<file path="src/rtl/ov7670_pkg.sv">
// Shared types and constants for the OV7670 register sequencer.
// Latency: n/a (package only).
// Backpressure: n/a (package only).
//
// Contents:
//   state_t      - sequencer FSM states
//   entry_t      - classification of a ROM word (write / delay / end)
//   rom_entry_t  - {reg, val} view of a 16-bit ROM word
//   END_MARK, DELAY_MARK, OV7670_WR_ID
package ov7670_pkg;

  typedef enum logic [2:0] {
    PWRUP = 3'd0,
    FETCH = 3'd1,
    LATCH = 3'd2,
    ISSUE = 3'd3,
    WAIT  = 3'd4,
    DELAY = 3'd5,
    DONE  = 3'd6
  } state_t;

  localparam logic [15:0] END_MARK     = 16'hFFFF;
  localparam logic [15:0] DELAY_MARK   = 16'hFFF0;
  localparam logic [7:0]  OV7670_WR_ID = 8'h42;

  typedef enum logic [1:0] {
    ENT_WRITE = 2'd0,
    ENT_DELAY = 2'd1,
    ENT_END   = 2'd2
  } entry_t;

  typedef struct packed {
    logic [7:0] reg_addr;
    logic [7:0] val;
  } rom_entry_t;

  // Marker words take precedence over a plain register write.
  function automatic entry_t classify_entry(input logic [15:0] e);
    if (e == END_MARK) begin
      return ENT_END;
    end else if (e == DELAY_MARK) begin
      return ENT_DELAY;
    end else begin
      return ENT_WRITE;
    end
  endfunction

endpackage

</file>
<file path="src/rtl/ov7670_reg_sequencer.sv">
// Walks a {reg, val} ROM and issues each entry as an SCCB write; handles power-up wait, delay entries, NACK retry, resend.
// Latency: first sccb_start PWRUP_CYC+3 cycles after reset release; sccb_done to next sccb_start is 4 cycles.
// Backpressure: waits in ISSUE while sccb_busy; never aborts an SCCB transaction in flight (resend is deferred to sccb_done).
//
// Ports:
//   clk50, rst_n            - 50 MHz clock, async active-low reset
//   resend                  - one-cycle pulse, restarts the configuration pass
//   rom_addr / rom_data     - synchronous ROM, data valid one cycle after address
//   sccb_start/id/reg/val   - write request to the SCCB master (reg/val held start..done)
//   sccb_busy/done/nack     - SCCB master status; nack qualifies done
//   config_finished         - end marker (or last ROM address) reached
//   cfg_err                 - sticky: some write was skipped after exhausting retries
//   write_count             - acknowledged writes in the current pass
module ov7670_reg_sequencer
  import ov7670_pkg::*;
#(
  parameter int unsigned ADDR_W     = 6,
  parameter logic [7:0]  DEV_ID     = OV7670_WR_ID,
  parameter int unsigned PWRUP_CYC  = 50000,
  parameter int unsigned SETTLE_CYC = 500000,
  parameter int unsigned MAX_RETRY  = 3
) (
  input  logic              clk50,
  input  logic              rst_n,
  input  logic              resend,
  output logic [ADDR_W-1:0] rom_addr,
  input  logic [15:0]       rom_data,
  output logic              sccb_start,
  output logic [7:0]        sccb_id,
  output logic [7:0]        sccb_reg,
  output logic [7:0]        sccb_val,
  input  logic              sccb_busy,
  input  logic              sccb_done,
  input  logic              sccb_nack,
  output logic              config_finished,
  output logic              cfg_err,
  output logic [ADDR_W-1:0] write_count
);

  // One down-counter serves both the power-up wait and delay entries,
  // so it is sized for the larger of the two.
  localparam int unsigned CNT_MAX = (PWRUP_CYC > SETTLE_CYC) ? PWRUP_CYC : SETTLE_CYC;
  localparam int unsigned CNT_W   = (CNT_MAX < 2) ? 1 : $clog2(CNT_MAX + 1);
  localparam int unsigned RETRY_W = (MAX_RETRY < 2) ? 1 : $clog2(MAX_RETRY + 1);

  localparam logic [CNT_W-1:0]   PWRUP_LD  = CNT_W'(PWRUP_CYC);
  localparam logic [CNT_W-1:0]   SETTLE_LD = CNT_W'(SETTLE_CYC);
  localparam logic [CNT_W-1:0]   CNT_ONE   = CNT_W'(1);
  localparam logic [RETRY_W-1:0] RETRY_LIM = RETRY_W'(MAX_RETRY);
  localparam logic [ADDR_W-1:0]  LAST_ADDR = '1;

  state_t             state;
  logic [CNT_W-1:0]   cnt;
  logic [RETRY_W-1:0] retry;
  logic               pending;

  rom_entry_t         entry;
  entry_t             entry_kind;

  logic               restart_req;  // resend seen this cycle or deferred from WAIT
  logic               do_restart;
  logic               do_advance;

  assign sccb_id    = DEV_ID;
  assign entry      = rom_entry_t'(rom_data);
  assign entry_kind = classify_entry(rom_data);
  assign restart_req = pending | resend;

  // Restart and advance are transition actions shared by several states;
  // deciding them here keeps the sequential block a plain per-state case.
  always_comb begin
    do_restart = 1'b0;
    do_advance = 1'b0;
    case (state)
      FETCH, LATCH, ISSUE, DONE: begin
        do_restart = resend;
      end
      DELAY: begin
        do_restart = resend;
        // Counting ends on the cycle the counter would reach zero.
        do_advance = !resend && (cnt <= CNT_ONE);
      end
      WAIT: begin
        // A resend during a transaction only takes effect at its completion,
        // and that completion is then neither counted nor retried.
        do_restart = sccb_done && restart_req;
        do_advance = sccb_done && !restart_req &&
                     (!sccb_nack || (retry == RETRY_LIM));
      end
      default: begin
        do_restart = 1'b0;
        do_advance = 1'b0;
      end
    endcase
  end

  always_ff @(posedge clk50 or negedge rst_n) begin
    if (!rst_n) begin
      state           <= PWRUP;
      cnt             <= PWRUP_LD;
      rom_addr        <= '0;
      sccb_start      <= 1'b0;
      sccb_reg        <= 8'h00;
      sccb_val        <= 8'h00;
      config_finished <= 1'b0;
      cfg_err         <= 1'b0;
      write_count     <= '0;
      retry           <= '0;
      pending         <= 1'b0;
    end else begin
      sccb_start <= 1'b0;

      if (do_restart) begin
        // Fresh pass from entry 0; the power-up wait is not repeated.
        state           <= FETCH;
        rom_addr        <= '0;
        config_finished <= 1'b0;
        cfg_err         <= 1'b0;
        write_count     <= '0;
        retry           <= '0;
        pending         <= 1'b0;
        cnt             <= '0;
      end else if (do_advance) begin
        if (state == WAIT) begin
          if (sccb_nack) begin
            cfg_err <= 1'b1;  // retries exhausted, entry skipped
          end else begin
            write_count <= write_count + 1'b1;
          end
        end
        cnt <= '0;
        // A ROM without an end marker stops at its last entry instead of
        // wrapping back to entry 0 and rewriting the sensor forever.
        if (rom_addr == LAST_ADDR) begin
          state           <= DONE;
          config_finished <= 1'b1;
        end else begin
          rom_addr <= rom_addr + 1'b1;
          state    <= FETCH;
        end
      end else begin
        case (state)
          PWRUP: begin
            if (cnt > CNT_ONE) begin
              cnt <= cnt - 1'b1;
            end else begin
              cnt   <= '0;
              state <= FETCH;
            end
          end

          FETCH: begin
            // rom_addr was set on entry; the ROM answers one cycle later.
            state <= LATCH;
          end

          LATCH: begin
            case (entry_kind)
              ENT_END: begin
                state           <= DONE;
                config_finished <= 1'b1;
              end
              ENT_DELAY: begin
                cnt   <= SETTLE_LD;
                state <= DELAY;
              end
              default: begin
                sccb_reg <= entry.reg_addr;
                sccb_val <= entry.val;
                retry    <= '0;
                state    <= ISSUE;
              end
            endcase
          end

          ISSUE: begin
            if (!sccb_busy) begin
              sccb_start <= 1'b1;
              state      <= WAIT;
            end
          end

          WAIT: begin
            if (sccb_done) begin
              // Only a NACK with retries left reaches here.
              retry <= retry + 1'b1;
              state <= ISSUE;
            end else if (resend) begin
              pending <= 1'b1;
            end
          end

          DELAY: begin
            cnt <= cnt - 1'b1;
          end

          DONE: begin
            state <= DONE;
          end

          default: begin
            state <= PWRUP;
            cnt   <= PWRUP_LD;
          end
        endcase
      end
    end
  end

endmodule
</file>
<file path="config.mk">
export PLATFORM = sky130hd
export DESIGN_NAME = ov7670_reg_sequencer
export DESIGN_NICKNAME = d
export VERILOG_FILES = /design/src/rtl/ov7670_pkg.sv /design/src/rtl/ov7670_reg_sequencer.sv
export SDC_FILE = /design/constraint.sdc
export NUM_CORES = 1
export LEC_CHECK = 0
export CORE_MARGIN = 2
export CORE_UTILIZATION = 60
export DETAILED_ROUTE_END_ITERATION = 10
export DONT_BUFFER_PORTS = 1
export PLACE_DENSITY_LB_ADDON = 0.3
export SETUP_SLACK_MARGIN = 0.1
export SYNTH_ARGS = -nofsm -noshare
export SYNTH_HDL_FRONTEND = slang
export SYNTH_SLANG_ARGS = --single-unit
</file>
<file path="constraint.sdc">
create_clock -name clk50 -period 7.39 [get_ports clk50]
set_input_delay 0.739 -clock clk50 [delete_from_list [all_inputs] [get_ports clk50]]
set_output_delay 0.739 -clock clk50 [all_outputs]
set_load 0.01 [all_outputs]
</file>
==> results of run 1 <==
[cell families (layout without fill, tap and decap cells)]
group                    count (synthesis)  in the layout  synth area share, %
multiplexers                            22             22                8.663
XOR/XNOR                                 9              9                2.393
adder cells (fa/ha/maj)                  5              5                1.900
buffers and inverters                   30             19                5.243
AO/OA/AOI/OAI                           85             85                17.02
other                                    2              8               0.2280
AND/OR/NAND/NOR                        131            131                21.77
flip-flops                              56             56                42.78
[critical path, cell delays in order, from the launching register on]
cell and delay (ps):
dfrtp_1 710, nand3_1 240, nand3_1 200, o21ai_2 130, or2_1 420, nor3_4 820
mux2_2 420
[area by class of cell]
class                           count  share of cell area [%]
Multi-Input combinational cell    260                   51.39
Timing Repair Buffer                2                  0.4449
Clock buffer                        5                   2.039
Clock inverter                      3                  0.7786
Tap cell                           70                   2.595
Inverter                            9                   1.001
Sequential cell                    56                   41.75
[per-layer routing]
| layer | share of wire, % | GRT usage [%] |
|---|---|---|
| met1 | 44 | 33.28 |
| met2 | 48 | 39.57 |
| met3 | 7.6 | 5.747 |
| met4 | 1.1 | 5.789 |
| met5 | 0 | 0 |
[cell usage after synthesis (4+ instances only)]
| library cell | instances | area, um^2 |
|---|---|---|
| a21oi_1 | 18 | 90.09 |
| a31oi_1 | 13 | 81.33 |
| and3_1 | 5 | 31.28 |
| buf_2 | 4 | 20.02 |
| buf_4 | 8 | 60.06 |
| clkbuf_1 | 5 | 18.77 |
| dfrtp_1 | 50 | 1251 |
| dfstp_2 | 6 | 157.7 |
| ha_1 | 5 | 62.56 |
| inv_1 | 9 | 33.78 |
| mux2_2 | 12 | 135.1 |
| mux2_4 | 10 | 150.1 |
| nand2_1 | 28 | 105.1 |
| nand2b_1 | 4 | 25.02 |
| nand3_1 | 9 | 45.04 |
| nand4_1 | 7 | 43.79 |
| nor2_1 | 32 | 120.1 |
| nor2b_1 | 4 | 25.02 |
| nor3_1 | 16 | 80.08 |
| nor4_1 | 7 | 43.79 |
| o21a_1 | 7 | 52.55 |
| o21ai_0 | 21 | 105.1 |
| o22ai_1 | 4 | 25.02 |
| o31ai_1 | 4 | 30.03 |
| xnor2_1 | 4 | 35.03 |
| xor2_1 | 5 | 43.79 |
[final timing paths]
path | startpoint | end | slack, ps | depth (start not counted)
min reg2reg | retry[1]$_DFFE_PN0P_ | retry[1]$_DFFE_PN0P_ | 530 | 1
max reg2reg | state[2]$_DFFE_PN0P_ | sccb_val[0]$_DFFE_PN0P_ | 4320 | 6
max in group asynchronous | rst_n | cnt[4]$_DFFE_PN1P_ | 7090 | 0
min | rst_n | cnt[2]$_DFFE_PN0P_ | 100 | 0
max | state[2]$_DFFE_PN0P_ | sccb_val[0]$_DFFE_PN0P_ | 4320 | 6
min in group clk50 | sccb_busy | sccb_start$_DFF_PN0_ | 520 | 1
[power groups by stage]
stage / clock, mW / combinational (mW) / sequential, mW
floorplan: 0 / 0.544 / 0.499
global placement: 0 / 0.588 / 0.551
detailed placement: 0 / 0.607 / 0.553
CTS: 0.180 / 0.608 / 0.550
global route: 0.192 / 0.683 / 0.567
finish: 0.176 / 0.615 / 0.551
[stage by stage]
| stage | power (mW) | cell area [um^2] | hold slack, ps | setup slack [ps] | std cells |
|---|---|---|---|---|---|
| 3_3_place_gp | 1.140 | 3279 | 445.5 | 4384 | 397 |
| 2_1_floorplan | 1.043 | 3316 | 443.4 | 4763 | 346 |
| 4_1_cts | 1.338 | 3374 | 93.97 | 4350 | 405 |
| 5_1_grt | 1.441 | 3374 | 80.60 | 4145 | 405 |
| 3_5_place_dp | 1.160 | 3279 | 444.9 | 4296 | 397 |
| 6_report | 1.342 | 3374 | 100.6 | 4320 | 405 |
==> flow_metrics.py, run 1 <==
metrics = {
    "power": {
        "swShare_pct": 44.59,
        "p_switching_mw": 0.5984,
        "peakVddDrop_mv": 0.2157,
        "power_leakage_nw": 1.386,
        "p_per_area_mw_per_mm2": 397.6,
        "comb_power_share_pct": 45.8,
        "cell_internal_pwr_mw": 0.7435,
        "seqPwrFrac_pct": 41.1,
        "pwr-share-clk_pct": 13.1,
    },
    "worst_setup_path": {
        "startpoint_type": "flop",
        "crit_fanout": 19,
        "required_ps": 7600,
        "path_class": "flop to flop",
        "cp_data_arrival_time_ps": 3280,
        "end_kind": "flop",
    },
    "hold_path": {
        "hp-class": "primary input to asynchronous set/reset pin",
    },
    "timing": {
        "slew_headroom_pct": 25.36,
        "skew_ps": 9.724,
        "max_freq_ghz": 0.3257,
        "setup_tns_ps": 0,
        "slew_viol_final": 0,
        "setup_viol": 0,
        "rsz0062_at_grt": "no",
        "worst_pin_slew_ps": 1111,
        "period_needed_ps": 3070,
        "post-route-period-util_pct": 41.54,
        "hold_viol_final": 0,
    },
    "job": {
        "cap_violations": 0,
    },
    "clocking": {
        "clock_latency_ps": 320,
        "cts.root.buffer_cell": "clkbuf_8",
        "cts_resized": 0,
        "clk_pin_slew_ps": 110,
        "cts_buffers": 5,
        "clock_sinks": 56,
        "clockBufferDepth": 2,
        "htree_levels": 2,
        "cts_hold_buffers": 0,
        "cts_tree": "built",
        "postCtsSetupRepairBufs": 0,
    },
    "final_layout": {
        "layout-drive-gt1-share_pct": 14.33,
        "postLayoutCoreUtil_pct": 64.83,
        "syn_to_final_growth_pct": 2.470,
        "multiInputGateArea_mm2": 0.001734,
        "largest_reg_flops": 19,
        "mostFrequentLayoutCells": "50 x dfrtp_1, 32 x nor2_1, 28 x nand2_1, 21 x o21ai_0, 18 x a21oi_1",
        "seq_area_mm2": 0.001409,
        "fin_nets": 361,
        "final_common_cell": "dfrtp_1",
        "n_fill_cell": 437,
        "num_antenna_cells": 0,
    },
    "floorplan": {
        "rows": 26,
        "die_y_um": 78.09,
        "ios": 61,
        "dieArea_mm2": 0.006097,
        "design.core.area_mm2": 0.005205,
        "die_x_um": 78.09,
        "initial_core_util_pct": 63.27,
    },
    "synth": {
        "synth_cells": 340,
        "syn_area_mm2": 0.003293,
        "synth-edff-count": 0,
        "synth_seq_area_share_pct": 42.78,
        "synthArstFlopShare_pct": 100.0,
        "synth-seq-cells": 56,
        "synth.distinct_cells": 58,
        "avgSynthCellArea_um2": 9.686,
        "synth_ff_type": "dfrtp_1",
        "yosysWarnings": 0,
    },
    "detailed_routing": {
        "ant_nets": 0,
        "drt_pass1_iterations": 4,
        "drc": 0,
        "drt_iter0_drc": 158,
        "drt-wirelength-per-cell_um": 17.29,
        "vias": 2574,
        "wirelength_um": 7003,
        "routed_via_density": 6.356,
    },
    "global_routing": {
        "grt_pass1_wl_um": 11870,
        "antenna_found_initial": 0,
        "grt_max_degree": 57,
        "overflow": 0,
        "grt_pass1_vias": 2481,
        "grt.total_usage_pct": 24.31,
    },
    "place": {
        "gp_congestion": 0.8735,
        "portBuffers": 0,
        "dp_hpwl_um": 5187,
    },
    "outcome": {
        "status": "finished clean",
    },
}
Power figures use the tool's default switching activity.
==> inputs of run 2 (changes only) <==
==> constraint.sdc (replaced) <==
create_clock -name clk50 -period 3.05 [get_ports clk50]
set_input_delay 0.305 -clock clk50 [delete_from_list [all_inputs] [get_ports clk50]]
set_output_delay 0.305 -clock clk50 [all_outputs]
set_load 0.01 [all_outputs]
==> run 2 against run 1 <==
  * First-iteration DRC count rose by 46%
  * Clock skew decreased by 0.73 ps
  * Critical endpoint is now sccb_reg[5]$_DFFE_PN0P_
  * Non-clock buffer count up 6
  * Highest routed layer unchanged
  * Critical path depth increased by 1
  * Total power rose to 2.5 times the previous value
  * Register-to-register slack lost 4000 ps
  * Worst hold slack got worse by 43 ps
  * Worst setup slack worse by 4000 ps
  * Die area stayed put
==> flow_metrics.py, run 2 (same netlist as run 1, synthesis figures left out) <==
metrics = {
    "worst_setup_path": {
        "path_buf_inv": 1,
        "slowest_delay_ps": 500,
        "startpoint_type": "flop",
        "critPathMostFrequentCell": "nor4_4",
        "reg2regPathDepth": 7,
        "path_cells": "nor4_4 -> o2111ai_4 -> nor4_4 -> or2_1 -> nor3_4 -> buf_4 -> mux2_4",
        "cp_data_arrival_time_ps": 2900,
        "r2r-start": "cnt[11]$_DFFE_PN0P_",
        "path_class": "flop to flop",
        "r2r-end": "sccb_reg[5]$_DFFE_PN0P_",
        "regToRegSetupSlack_ps": 360,
        "end_kind": "flop",
        "critPathSlowestCell": "nor4_4",
        "critPathTopFamily": "simple AND/OR/NAND/NOR gates",
        "crit_fanout": 16,
        "required_ps": 3250,
    },
    "final_layout": {
        "largest_reg_flops": 19,
        "mostFrequentLayoutCells": "50 x dfrtp_1, 32 x nor2_1, 28 x nand2_1, 21 x o21ai_0, 18 x a21oi_1",
        "seq_area_mm2": 0.001409,
        "syn_to_final_growth_pct": 4.901,
        "num_antenna_cells": 0,
        "n_fill_cell": 447,
        "fin_nets": 367,
        "postLayoutCellArea_mm2": 0.003455,
        "multiInputGateArea_mm2": 0.001734,
        "final_common_cell": "dfrtp_1",
        "layout-drive-gt1-share_pct": 15.25,
    },
    "detailed_routing": {
        "vias": 2602,
        "drc": 0,
        "drt_iter0_drc": 230,
        "drt-wirelength-per-cell_um": 17.49,
        "ant_nets": 0,
        "routed_via_density": 6.331,
        "wirelength_um": 7189,
        "drt_pass1_iterations": 5,
    },
    "clocking": {
        "clk_pin_slew_ps": 100,
        "clock_sinks": 56,
        "postCtsSetupRepairBufs": 0,
        "htree_levels": 2,
        "clock_latency_ps": 320,
        "cts.root.buffer_cell": "clkbuf_8",
        "cts_buffers": 5,
        "cts_tree": "built",
        "clockBufferDepth": 2,
    },
    "place": {
        "dp_hpwl_um": 5257,
        "portBuffers": 0,
        "gp_congestion": 0.9606,
        "dpl-instance-area_mm2": 0.003309,
    },
    "timing": {
        "skew_ps": 8.996,
        "setup_viol": 0,
        "worst_pin_slew_ps": 701.6,
        "post-route-period-util_pct": 88.32,
        "rsz0062_at_grt": "no",
        "setup_tns_ps": 0,
        "period_needed_ps": 2694,
        "slew_headroom_pct": 52.79,
        "slew_viol_final": 0,
        "hold_viol_final": 0,
        "max_freq_ghz": 0.3712,
    },
    "global_routing": {
        "grt_pass1_wl_um": 11980,
        "grt_max_degree": 57,
        "grt.total_usage_pct": 24.87,
        "antenna_found_initial": 0,
        "overflow": 0,
        "grt_pass1_vias": 2429,
    },
    "hold_path": {
        "hold_start": "sccb_busy",
        "hp-class": "primary input to flop",
        "whs_endpoint": "sccb_start$_DFF_PN0_",
        "holdPathStages": 1,
    },
    "floorplan": {
        "rows": 26,
        "dieArea_mm2": 0.006097,
        "die_y_um": 78.09,
        "initial_core_util_pct": 63.27,
        "die_x_um": 78.09,
        "ios": 61,
        "design.core.area_mm2": 0.005205,
    },
    "power": {
        "power_leakage_nw": 1.430,
        "p_per_area_mw_per_mm2": 978.1,
        "peakVddDrop_mv": 0.6245,
    },
    "job": {
        "cap_violations": 0,
    },
    "outcome": {
        "status": "finished clean",
    },
}
run 2: cell count changes in the layout (fill, tap and decap cells not counted), sizes merged:
cell and change:
buf +5, clkbuf +1, bufinv +1, dlygate4sd3 +1, inv -2
run 2: what timing repair did:
action | CTS | global route
gates resized for setup | 0 | 0
hold endpoints to repair | 56 | 0
hold buffers | 2 | 0
run 2: metrics by stage:
stage	util, %	hold WS (ps)	instances	total power, mW	worst slack (ps)
floorplan	-	9.409	346	2.528	735.2
global placement	63.58	11.26	401	2.814	462.1
detailed placement	63.58	11.34	401	2.858	440.0
CTS	66.37	57.75	411	3.365	398.2
global route	66.37	70.52	411	3.620	204.8
finish	66.37	57.59	411	3.379	356.2
run 2: report_power, final:
| group | internal, mW | switching [mW] | total, mW | leakage [nW] |
|---|---|---|---|---|
| Clock | 0.244 | 0.240 | 0.484 | 0.0552 |
| Sequential | 0.988 | 0.340 | 1.33 | 0.716 |
| Combinational | 0.677 | 0.890 | 1.57 | 0.659 |
run 2: worst max-delay path by stage:
stage                                    start                      end  slack (ps)  cells after the start
after floorplan           state[0]$_DFFE_PN0P_  sccb_reg[0]$_DFFE_PN0P_         740                      9
after global placement      cnt[5]$_DFFE_PN0P_  sccb_reg[5]$_DFFE_PN0P_         460                      7
after detailed placement   cnt[11]$_DFFE_PN0P_  sccb_reg[0]$_DFFE_PN0P_         440                      7
after CTS                  cnt[11]$_DFFE_PN0P_  sccb_reg[5]$_DFFE_PN0P_         400                      7
after global routing       cnt[11]$_DFFE_PN0P_  sccb_reg[5]$_DFFE_PN0P_         200                      7
final                      cnt[11]$_DFFE_PN0P_  sccb_reg[5]$_DFFE_PN0P_         360                      7
run 2: final cells by class:
cell class                 count  share of cell area [%]
inverter                       9                  0.9779
sequential                    56                   40.78
clock inverter                 2                   1.014
timing repair buffer           8                   2.390
tap                           70                   2.535
clock buffer                   6                   2.101
multi-input combinational    260                   50.20
run 2: metal layers:
metal	vias to the layer above	track usage [%]	share of wire (%)	wire length [um]
met2	111	39.48	48	3463
met1	1247	33.92	44	3135
met4	0	7.544	1.2	89
li1	1234	-	-	-
met3	10	6.322	7.0	500
met5	-	0	0	0
run 2: worst register-to-register path, stage by stage (launching register included):
cell	delay [ps]
dfrtp_1	460
nor4_4	500
o2111ai_4	280
nor4_4	410
or2_1	320
nor3_4	70
buf_4	220
mux2_4	320
==> inputs of run 3 (changes only) <==
--- a/config.mk
+++ b/config.mk
@@ -6,7 +6,8 @@
 export NUM_CORES = 1
 export LEC_CHECK = 0
 export CORE_MARGIN = 2
-export CORE_UTILIZATION = 60
+export CORE_UTILIZATION = 32
+export CTS_BUF_LIST = sky130_fd_sc_hd__clkbuf_2 sky130_fd_sc_hd__clkbuf_4 sky130_fd_sc_hd__clkbuf_8
 export DETAILED_ROUTE_END_ITERATION = 10
 export DONT_BUFFER_PORTS = 1
 export PLACE_DENSITY_LB_ADDON = 0.3
@@ -14,3 +15,4 @@
 export SYNTH_ARGS = -nofsm -noshare
 export SYNTH_HDL_FRONTEND = slang
 export SYNTH_SLANG_ARGS = --single-unit
+export TNS_END_PERCENT = 5
==> run 3 against run 2 <==
  * Sequential power shrank 3%
  * Final cell count grew 16%
  * Die area grew 82%
  * Utilization shrank 31 points
  * Clock power grew 2%
  * Largest cell class unchanged
==> flow_metrics.py, run 3 (same netlist as run 1, synthesis figures left out) <==
metrics = {
    "global_routing": {
        "grt_max_degree": 57,
        "use_met3_pct": 3.278,
        "grt_pass1_vias": 2517,
        "grt_pass1_wl_um": 13080,
        "busiest_layer": "met2",
        "antenna_found_initial": 0,
        "met2_usage_pct": 24.01,
        "grt.total_usage_pct": 14.56,
        "overflow": 0,
        "grt_util_met1_pct": 19.07,
    },
    "timing": {
        "hold_viol_final": 0,
        "skew_ps": 12.24,
        "setup_tns_ps": 0,
        "slew_viol_final": 0,
        "setup_viol": 0,
        "rsz0062_at_grt": "no",
        "worst_pin_slew_ps": 1135,
        "holdWs_ps": 74.30,
        "slew_headroom_pct": 23.74,
        "max_freq_ghz": 0.3671,
        "period_needed_ps": 2724,
        "post-route-period-util_pct": 89.31,
    },
    "floorplan": {
        "die_x_um": 105.4,
        "dieArea_mm2": 0.01112,
        "die_y_um": 105.4,
        "design.core.area_mm2": 0.01014,
        "ios": 61,
        "rows": 37,
        "initial_core_util_pct": 32.48,
    },
    "detailed_routing": {
        "drc": 0,
        "drt_pass1_iterations": 4,
        "drt-wirelength-per-cell_um": 16.30,
        "routed_via_density": 5.324,
        "wirelength_um": 7791,
        "ant_nets": 0,
        "drt_iter0_drc": 110,
        "vias": 2545,
    },
    "final_layout": {
        "largest_reg_flops": 19,
        "syn_to_final_growth_pct": 7.827,
        "final_common_cell": "dfrtp_1",
        "n_fill_cell": 1029,
        "mostFrequentLayoutCells": "50 x dfrtp_1, 32 x nor2_1, 28 x nand2_1, 21 x o21ai_0, 18 x a21oi_1",
        "num_antenna_cells": 0,
        "fin_nets": 369,
        "layout-drive-gt1-share_pct": 15.79,
    },
    "hold_path": {
        "hold_start": "sccb_busy",
        "hp-class": "primary input to flop",
    },
    "clocking": {
        "clock_sinks": 56,
        "clock_latency_ps": 320,
        "cts.root.buffer_cell": "clkbuf_8",
        "cts_tree": "built",
        "clk_pin_slew_ps": 100,
        "cts_resized": 0,
        "htree_levels": 2,
        "cts_buffers": 5,
        "clockBufferDepth": 2,
    },
    "power": {
        "peakVddDrop_mv": 0.3687,
        "power_leakage_nw": 1.438,
        "power_mw": 3.376,
        "comb_power_share_pct": 47.0,
        "cell_internal_pwr_mw": 1.917,
        "pwr-share-clk_pct": 14.6,
        "swShare_pct": 43.20,
        "p_switching_mw": 1.458,
        "seqPwrFrac_pct": 38.3,
        "p_per_area_mw_per_mm2": 950.7,
    },
    "place": {
        "portBuffers": 0,
        "dp_hpwl_um": 5777,
        "gp_congestion": 0.8883,
    },
    "worst_setup_path": {
        "startpoint": "state[1]$_DFFE_PN0P_",
        "required_ps": 3250,
        "crit_fanout": 16,
        "path_class": "flop to flop",
        "cp_data_arrival_time_ps": 2930,
        "end_kind": "flop",
        "r2r-start": "state[1]$_DFFE_PN0P_",
        "startpoint_type": "flop",
    },
    "outcome": {
        "status": "finished clean",
    },
    "job": {
        "cap_violations": 0,
    },
}
run 3: worst paths after layout:
| path | endpoint | slack, ps | depth (start not counted) |
|---|---|---|---|
| worst max-delay path | sccb_val[4]$_DFFE_PN0P_ | 330 | 6 |
| worst min-delay path | sccb_start$_DFF_PN0_ | 70 | 1 |
| worst max register to register | sccb_val[4]$_DFFE_PN0P_ | 330 | 6 |
| min in group asynchronous | cnt[11]$_DFFE_PN0P_ | 530 | 2 |
| max in group asynchronous | cnt[9]$_DFFE_PN1P_ | 2220 | 2 |
| worst min register to register | retry[1]$_DFFE_PN0P_ | 530 | 1 |
run 3: per-stage QoR:
step / setup WS (ps) / util, % / std cells / instance area (um^2)
after global placement: 369.5 / 33.60 / 469 / 3407
final: 326.1 / 35.02 / 478 / 3551
after global routing: 119.9 / 35.02 / 478 / 3551
after CTS: 289.4 / 35.02 / 478 / 3551
after floorplan: 735.2 / - / 346 / 3316
after detailed placement: 335.6 / 33.60 / 469 / 3407
run 3: per-layer routing:
metal / routed length, um / vias up / share of wire, %
li1: - / 1228 / -
met1: 3538 / 1265 / 45
met2: 3849 / 47 / 49
met3: 320 / 5 / 4.1
met4: 82 / 0 / 1.1
met5: 0 / - / 0
run 3: repair_timing:
| action | 4_1_cts | 5_1_grt |
|---|---|---|
| buffers inserted | 0 | 0 |
| endpoints found under the hold margin | 56 | 0 |
| hold buffers | 2 | 0 |
| endpoints found under the setup margin | 0 | 0 |
run 3: layout make-up:
cell class / count / area (um^2) / share of cell area, %
Tap cell: 136 / 170.2 / 4.792
Clock buffer: 6 / 76.32 / 2.149
Timing Repair Buffer: 10 / 97.59 / 2.748
Sequential cell: 56 / 1409 / 39.68
Inverter: 9 / 33.78 / 0.9514
Clock inverter: 1 / 30.03 / 0.8457
Multi-Input combinational cell: 260 / 1734 / 48.84
run 3: worst max-delay path, stage by stage (launching register included):
cell     delay, ps
dfrtp_1        550
nand3_1        220
nand3_1        190
o21ai_2        140
or2_1          300
nor3_4         790
mux2_2         420
run 3: power by group through the flow:
stage | combinational (mW) | sequential, mW | clock, mW
floorplan | 1.32 | 1.21 | 0
global placement | 1.55 | 1.31 | 0
detailed placement | 1.56 | 1.31 | 0
CTS | 1.59 | 1.30 | 0.511
global route | 1.78 | 1.33 | 0.544
finish | 1.59 | 1.29 | 0.494
